<file path="src/rtl/digit_detect.sv">
// Argmax stage for the output layer: scans the sigmoid register file after a
// network_done pulse and holds digit, confidence and tie until acknowledged.
module digit_detect #(
    parameter int FIRST_ADDR  = 8,
    parameter int NUM_CLASSES = 10,
    parameter int DATA_W      = 4,
    parameter int ADDR_W      = 5
) (
    input  logic              clk,
    input  logic              n_rst,
    input  logic              network_done,
    input  logic [DATA_W-1:0] sigmoid_data,
    output logic              read_en,
    output logic [ADDR_W-1:0] read_addr,
    output logic              busy,
    output logic [3:0]        digit,
    output logic [DATA_W-1:0] confidence,
    output logic              tie,
    output logic              digit_valid,
    input  logic              digit_ack
);

    typedef enum logic [1:0] {
        IDLE,
        SCAN,
        DRAIN,
        VALID
    } state_t;

    localparam logic [3:0]        LAST_IDX  = 4'(NUM_CLASSES - 1);
    localparam logic [ADDR_W-1:0] BASE_ADDR = ADDR_W'(FIRST_ADDR);

    state_t            state;
    logic [3:0]        idx;

    logic              cmp_vld_p0;
    logic [3:0]        cmp_idx_p0;

    logic [DATA_W-1:0] best_val;
    logic [3:0]        best_idx;
    logic              tie_acc;

    logic [DATA_W-1:0] best_val_nxt;
    logic [3:0]        best_idx_nxt;
    logic              tie_nxt;

    // Compare stage: datum for cmp_idx_p0 arrives one cycle after its read
    always_comb begin
        best_val_nxt = best_val;
        best_idx_nxt = best_idx;
        tie_nxt      = tie_acc;
        if (cmp_vld_p0) begin
            if (cmp_idx_p0 == 4'd0) begin
                best_val_nxt = sigmoid_data;
                best_idx_nxt = 4'd0;
                tie_nxt      = 1'b0;
            end else if (sigmoid_data > best_val) begin
                best_val_nxt = sigmoid_data;
                best_idx_nxt = cmp_idx_p0;
                tie_nxt      = 1'b0;
            end else if (sigmoid_data == best_val) begin
                tie_nxt      = 1'b1;
            end
        end
    end

    always_ff @(posedge clk or negedge n_rst) begin
        if (!n_rst) begin
            state       <= IDLE;
            idx         <= 4'd0;
            read_en     <= 1'b0;
            read_addr   <= '0;
            busy        <= 1'b0;
            digit       <= 4'd0;
            confidence  <= '0;
            tie         <= 1'b0;
            digit_valid <= 1'b0;
            best_idx    <= 4'd0;
            best_val    <= '0;
            tie_acc     <= 1'b0;
            cmp_vld_p0  <= 1'b0;
            cmp_idx_p0  <= 4'd0;
        end else begin
            cmp_vld_p0 <= read_en;
            cmp_idx_p0 <= idx;
            best_val   <= best_val_nxt;
            best_idx   <= best_idx_nxt;
            tie_acc    <= tie_nxt;

            case (state)
                IDLE: begin
                    read_en <= 1'b0;
                    if (network_done) begin
                        state     <= SCAN;
                        idx       <= 4'd0;
                        read_en   <= 1'b1;
                        read_addr <= BASE_ADDR;
                        busy      <= 1'b1;
                    end
                end
                SCAN: begin
                    if (idx == LAST_IDX) begin
                        state   <= DRAIN;
                        read_en <= 1'b0;
                    end else begin
                        idx       <= idx + 4'd1;
                        read_addr <= BASE_ADDR + ADDR_W'(idx + 4'd1);
                    end
                end
                DRAIN: begin
                    // The last datum is folded in on this same edge
                    digit       <= best_idx_nxt;
                    confidence  <= best_val_nxt;
                    tie         <= tie_nxt;
                    digit_valid <= 1'b1;
                    busy        <= 1'b0;
                    state       <= VALID;
                end
                VALID: begin
                    if (network_done) begin
                        state       <= SCAN;
                        idx         <= 4'd0;
                        read_en     <= 1'b1;
                        read_addr   <= BASE_ADDR;
                        busy        <= 1'b1;
                        digit_valid <= 1'b0;
                    end else if (digit_ack) begin
                        state       <= IDLE;
                        digit_valid <= 1'b0;
                    end
                end
                default: state <= IDLE;
            endcase
        end
    end

endmodule

</file>
<file path="config.mk">
export PLATFORM = sky130hd
export DESIGN_NAME = digit_detect
export DESIGN_NICKNAME = d
export VERILOG_FILES = /design/src/rtl/digit_detect.sv
export SDC_FILE = /design/constraint.sdc
export NUM_CORES = 1
export LEC_CHECK = 0
export CAP_MARGIN = 20
export CORE_MARGIN = 2
export CORE_UTILIZATION = 53
export CTS_CLUSTER_SIZE = 8
export DETAILED_ROUTE_END_ITERATION = 8
export GPL_TIMING_DRIVEN = 1
export PLACE_DENSITY_LB_ADDON = 0.08
export SYNTH_ARGS = -nofsm -noshare
export SYNTH_HDL_FRONTEND = slang
export SYNTH_SLANG_ARGS = --single-unit
</file>
<file path="constraint.sdc">
create_clock -name clk -period 2.4 [get_ports clk]
set_clock_uncertainty 0.05 [all_clocks]
set_input_delay 0.6 -clock clk [delete_from_list [all_inputs] [get_ports clk]]
set_output_delay 0.6 -clock clk [all_outputs]
set_load 0.005 [all_outputs]
</file>
==> results.md, run 1 <==
- Syn avg cell area: 10.9 µm²
- Initial Util: 56.3%
- RSZ-0062 raised after global routing: no
- Die area: 0.00377 mm²
- Hold_sp: read_en
- Setup Viol. Count Final: 0
- Number of synthesized flops with an enable pin: 0
- Async S/R FF share, synth: 100%
- Synth Flop Type: dfrtp_1
- Sequential area share after synthesis: 48.7%
- Routability Congestion: 0.764
- Worst EP required: 2.58 ns
- Core area: 0.00310 mm²
- M1 GR Usage: 24.5%
- Count leader, synth: dfrtp_1
- Number of max-cap violations: 0
- PwrDens: 1330 mW/mm²
- Ranking of synthesized cells by area: dfrtp_1 (49%), ha_1 (8.6%), inv_1 (4.1%), o2111ai_1 (4.0%), o221ai_1 (4.0%)
- Worst reg2reg path depth: 7
- Final worst-path cycle share: 93.8%
- Run status: complete, no violations
- Syn Inst Count: 160
- Syn Nets: 180
- #FFs+latches synth: 34
- DRC: 0
- Vias: 1,344
- Die Y: 61.4 µm
- Hold Crit Class: reg -> reg
- Critical path class: in -> reg
- Crit start category: input pin
- IO Pins: 25
- CP max FO: 4
- Max-slew headroom: 71.9%
- Die Span X: 61.4 µm
- Initial DRC Count: 75
- Dominant cell type by area after synthesis: dfrtp_1
- Via density per instance: 5.49
- Depth of the CTS H-tree: 2
- GRT met2 Usage: 34.8%
- WHS Endpoint: cmp_vld_p0
- Hold_buf cts: 0
- VDD IR max: 0.799 mV
- DR WL/cell: 13.9 µm
- Top cell type's share of synthesized area: 48.7%
- Pre-antenna DRT Iters: 4
- Post-route ant nets: 0
- Cell Area, Synth: 0.00175 mm²
- Worst-Skew Late Latency: 0.34 ns
- Final WL: 3400 µm
- Worst Tran Pin Value: 0.421 ns
- TritonCTS clock tree: built
- CTS root buf: clkbuf_4
- First-pass GRT wire length: 5640 µm
- Setup TNS: 0 ns
- Achievable Freq: 444 MHz
- Congestion Overflow GR: 0
- Nets@finish: 220
- Dpl cells: 237
- Worst hold stages: 0
- Pin count of the biggest net entering global routing: 35
- Post-synth cell types: 42
- Number of buffers added on ports: 24
- Ant diodes: 0
- DP HPWL: 2570 µm
- CTS Buf Count: 5
- Post-CTS sizing: 0
- FF-to-FF setup slack: 0.40 ns
- Initial antenna violation count: 0
- Static leakage: 1.01 nW
- GR Util met3: 6.09%
- CTS clock-pin slew for the worst setup and hold paths: 0.11 ns
- FF-to-FF Start: state[0]
- Area growth, synth to finish: 25.9%
- Layout fillers: 246
- Setup crit end kind: flip-flop
- Clock Sinks: 34
- RR Endpoint: read_addr[2]
- Synth cell count leaders: dfrtp_1 (34), inv_1 (19), nand2_1 (15), ha_1 (12)
- Final Hold Fails: 0
- GR peak layer: met2
- Vias in the first global route: 1,338
- Cell Rows: 20
- Post-CTS setup buffer count: 0
- Synth warn: 0
- Worst Path Arrival: 2.44 ns
- Final non-filler cell total: 245
- Longest Clk Path Bufs: 2
- Total GRT Usage: 20.7%
- Fin crit period: 2.25 ns
- Max-slew violations: 0
- Share of layout cells above drive strength 1: 16.4%
## cells by family after synthesis
family,after synthesis,synth area share (%)
AOI/OAI and AO/OA,43,21.0
and+or+nand+nor,34,9.16
adders and majority gates,12,8.59
muxes,8,4.94
DFF,34,48.7
buffers and inverters,28,7.16
xor gates and xnor gates,1,0.501
## final cells by class
class / instances / area (µm²) / area share [%]
well taps: 44 / 55.1 / 2.50
clock buffers: 6 / 51.3 / 2.33
flip-flops and latches: 34 / 851 / 38.7
repair buffers: 42 / 388 / 17.6
multi-input cells: 98 / 772 / 35.1
clock inverters: 2 / 12.5 / 0.569
inverters: 19 / 71.3 / 3.24
## flip-flops by register name, indices dropped and copies added (netlist names)
name / cells
digit: 4
best_val: 4
read_addr: 5
tie: 1
read_en: 1
best_idx: 4
digit_valid: 1
cmp_idx_p0: 4
idx: 1
busy: 1
state: 2
tie_acc: 1
confidence: 4
cmp_vld_p0: 1
## worst max-delay path, stage by stage
cell and delay [ns]:
clkdlybuf4s50_1 0.44, ha_1 0.33, a21o_1 0.19, or2_0 0.29
o21ai_2 0.22, mux2_2 0.37
## layout by cell type (no fill, tap or decap), types with 5 or more instances in the layout
cell,Yosys,layout
nand2_1,15,15
buf_4,3,17
o2111ai_1,8,8
clkdlybuf4s50_1,0,24
nor2_1,8,8
inv_1,19,19
ha_1,12,12
dfrtp_1,34,34
clkbuf_4,0,5
o221ai_1,8,8
## stage by stage
stage	setup slack (ns)	total power (W)	util, %	hold WS (ns)	area (µm²)
final	0.148	0.00292	70.9	0.374	2200
after detailed placement	-0.183	0.00259	68.9	0.356	2140
after CTS	0.177	0.00293	70.9	0.378	2200
after global routing	0.0951	0.00315	70.9	0.392	2200
after global placement	-0.132	0.00251	68.9	0.349	2140
after floorplan	0.202	0.00193	-	0.254	1750
## worst max-delay path by stage
stage	slack [ns]	end	startpoint
final	0.15	best_val[0]	sigmoid_data[3]
after global routing	0.1	confidence[0]	sigmoid_data[3]
after floorplan	0.20	best_val[0]	sigmoid_data[3]
after global placement	-0.13	best_val[1]	sigmoid_data[3]
after CTS	0.18	digit[2]	sigmoid_data[3]
after detailed placement	-0.18	digit[2]	sigmoid_data[3]
## routing by layer
metal  wire [µm]  part of all wire [%]
met1        1420                    42
met2        1740                    51
met3         169                   5.0
met4          66                   1.9
met5           0                     0
## power by group
group / total, W / switching [W] / internal, W
Combinational: 0.00160 / 0.000774 / 0.000822
Clock: 0.000341 / 0.000201 / 0.000141
Sequential: 0.000981 / 0.000178 / 0.000804
Total: 0.00292 / 0.00115 / 0.00177
No activity file was read; power rests on OpenSTA's default activity.
==> run 2, diff against run 1 <==
- SKIP_CTS_REPAIR_TIMING: default -> 1
==> results of run 2 <==
Final layout, timing and power as in run 1 (identical DEF).
==> run 3, diff against run 2 <==
- CORE_UTILIZATION: 53 -> 55
- clock period: 2.4 -> 2.6 ns (I/O delays scaled with it)
==> results.md, run 3 (synthesis results as in run 1) <==
- Die Span X: 60.4 µm
- Worst hold stages: 0
- Total GRT Usage: 22.1%
- Final Hold Fails: 0
- Area growth, synth to finish: 23.0%
- Via density per instance: 5.45
- Setup crit end kind: flip-flop
- CP bufs+invs: 1
- Biggest register: read_addr
- CTS Buf Count: 5
- Congestion Overflow GR: 0
- Pre-antenna DRT Iters: 4
- WHS Endpoint: cmp_vld_p0
- Initial antenna violation count: 0
- Dpl cells: 234
- Hold_sp: read_en
- Worst reg2reg path depth: 6
- Worst Tran Pin Value: 0.450 ns
- Initial DRC Count: 38
- Post-route ant nets: 0
- Setup Viol. Count Final: 0
- CP max FO: 6
- Depth of the CTS H-tree: 2
- Max-slew violations: 0
- Crit-path slowest cell: clkdlybuf4s50_1
- Fin worst setup slack: 0.321 ns
- PwrDens: 1210 mW/mm²
- Hold Crit Class: reg -> reg
- Cell Rows: 20
- Max-slew headroom: 69.8%
- Crit start category: input pin
- Worst Path Arrival: 2.45 ns
- Pin count of the biggest net entering global routing: 35
- Initial Util: 57.7%
- Largest delay contributor family on the critical path: compound AO/OA/AOI/OAI gates
- Achievable Freq: 439 MHz
- CTS clock-pin slew for the worst setup and hold paths: 0.10 ns
- RSZ-0062 raised after global routing: no
- Most frequent cells in the layout: dfrtp_1 (34), clkdlybuf4s50_1 (24), inv_1 (19)
- Final worst-path cycle share: 87.7%
- DP HPWL: 2560 µm
- DR WL/cell: 14.3 µm
- CP cell instances: clkdlybuf4s50_1, ha_1, a21o_1, or2_0, o21a_4, mux2_1
- Worst EP required: 2.77 ns
- Routability Congestion: 0.776
- FF-to-FF setup slack: 0.60 ns
- Longest Clk Path Bufs: 2
- Worst-Skew Late Latency: 0.33 ns
- VDD IR max: 0.789 mV
- Number of buffers added on ports: 24
- IO Pins: 25
- Number of max-cap violations: 0
- FF-to-FF Start: state[0]
- Vias in the first global route: 1,347
- Die Y: 60.4 µm
- Share of layout cells above drive strength 1: 14.7%
- Run status: complete, no violations
- Clock Sinks: 34
- CTS root buf: clkbuf_4
- Vias: 1,313
- Nets@finish: 217
- Commonest non-fill, non-tap cell in the layout: dfrtp_1
- Max FFs per register: 5
- Core area: 0.00303 mm²
- Static leakage: 0.989 nW
- TritonCTS clock tree: built
- Die area: 0.00365 mm²
- Final WL: 3450 µm
- Ant diodes: 0
- RR Endpoint: read_addr[4]
- Final non-filler cell total: 241
- First-pass GRT wire length: 6010 µm
- DRC: 0
- Fin crit period: 2.28 ns
- Post-route core utilization: 71.0%
- CP max stage delay: 0.43 ns
- Critical path class: in -> reg
- Setup slack at placement: -0.0365 ns
-- run 3: changes by cell type in the layout (fill, tap and decap cells not counted), sizes merged --
cell / change
buf: -3
clkinv: +1
clkbuf: -1
clkinvlp: -1
-- run 3: power breakdown --
group,internal (W),switching (W)
clock,0.0000972,0.000173
sequential,0.000742,0.000163
combinational,0.000717,0.000712
total,0.00156,0.00105
-- run 3: through the flow --
| step | setup TNS, ns | area, µm² | hold WS, ns | power [W] |
|---|---|---|---|---|
| final | 0 | 2150 | 0.368 | 0.00260 |
| after floorplan | 0 | 1750 | 0.304 | 0.00179 |
| after global placement | 0 | 2100 | 0.340 | 0.00227 |
| after global routing | 0 | 2150 | 0.387 | 0.00283 |
| after detailed placement | -0.113 | 2100 | 0.347 | 0.00235 |
| after CTS | 0 | 2150 | 0.369 | 0.00262 |
-- run 3: final cells by class --
class                   count  area [µm²]
well taps                  44        55.1
clock buffers               5        37.5
clock inverters             2        10.0
flip-flops and latches     34         851
fillers                   240         878
multi-input cells          98         772
repair buffers             39         353
inverters                  19        71.3
-- run 3: metal layers --
layer	global-route usage, %	vias up	routed length [µm]
li1	-	651	-
met1	26.8	632	1550
met2	37.9	23	1720
met3	5.33	7	104
met4	9.21	0	65
met5	0	-	0
-- run 3: how the worst max path moves through the flow --
stage / startpoint / end / slack [ns] / depth (start not counted)
after detailed placement: sigmoid_data[3] / best_val[1] / -0.04 / 6
after global routing: sigmoid_data[3] / confidence[2] / 0.24 / 7
final: sigmoid_data[3] / best_val[1] / 0.32 / 6
after floorplan: sigmoid_data[3] / best_val[0] / 0.35 / 6
after global placement: sigmoid_data[3] / best_val[1] / 0.02 / 6
after CTS: sigmoid_data[3] / confidence[2] / 0.31 / 7
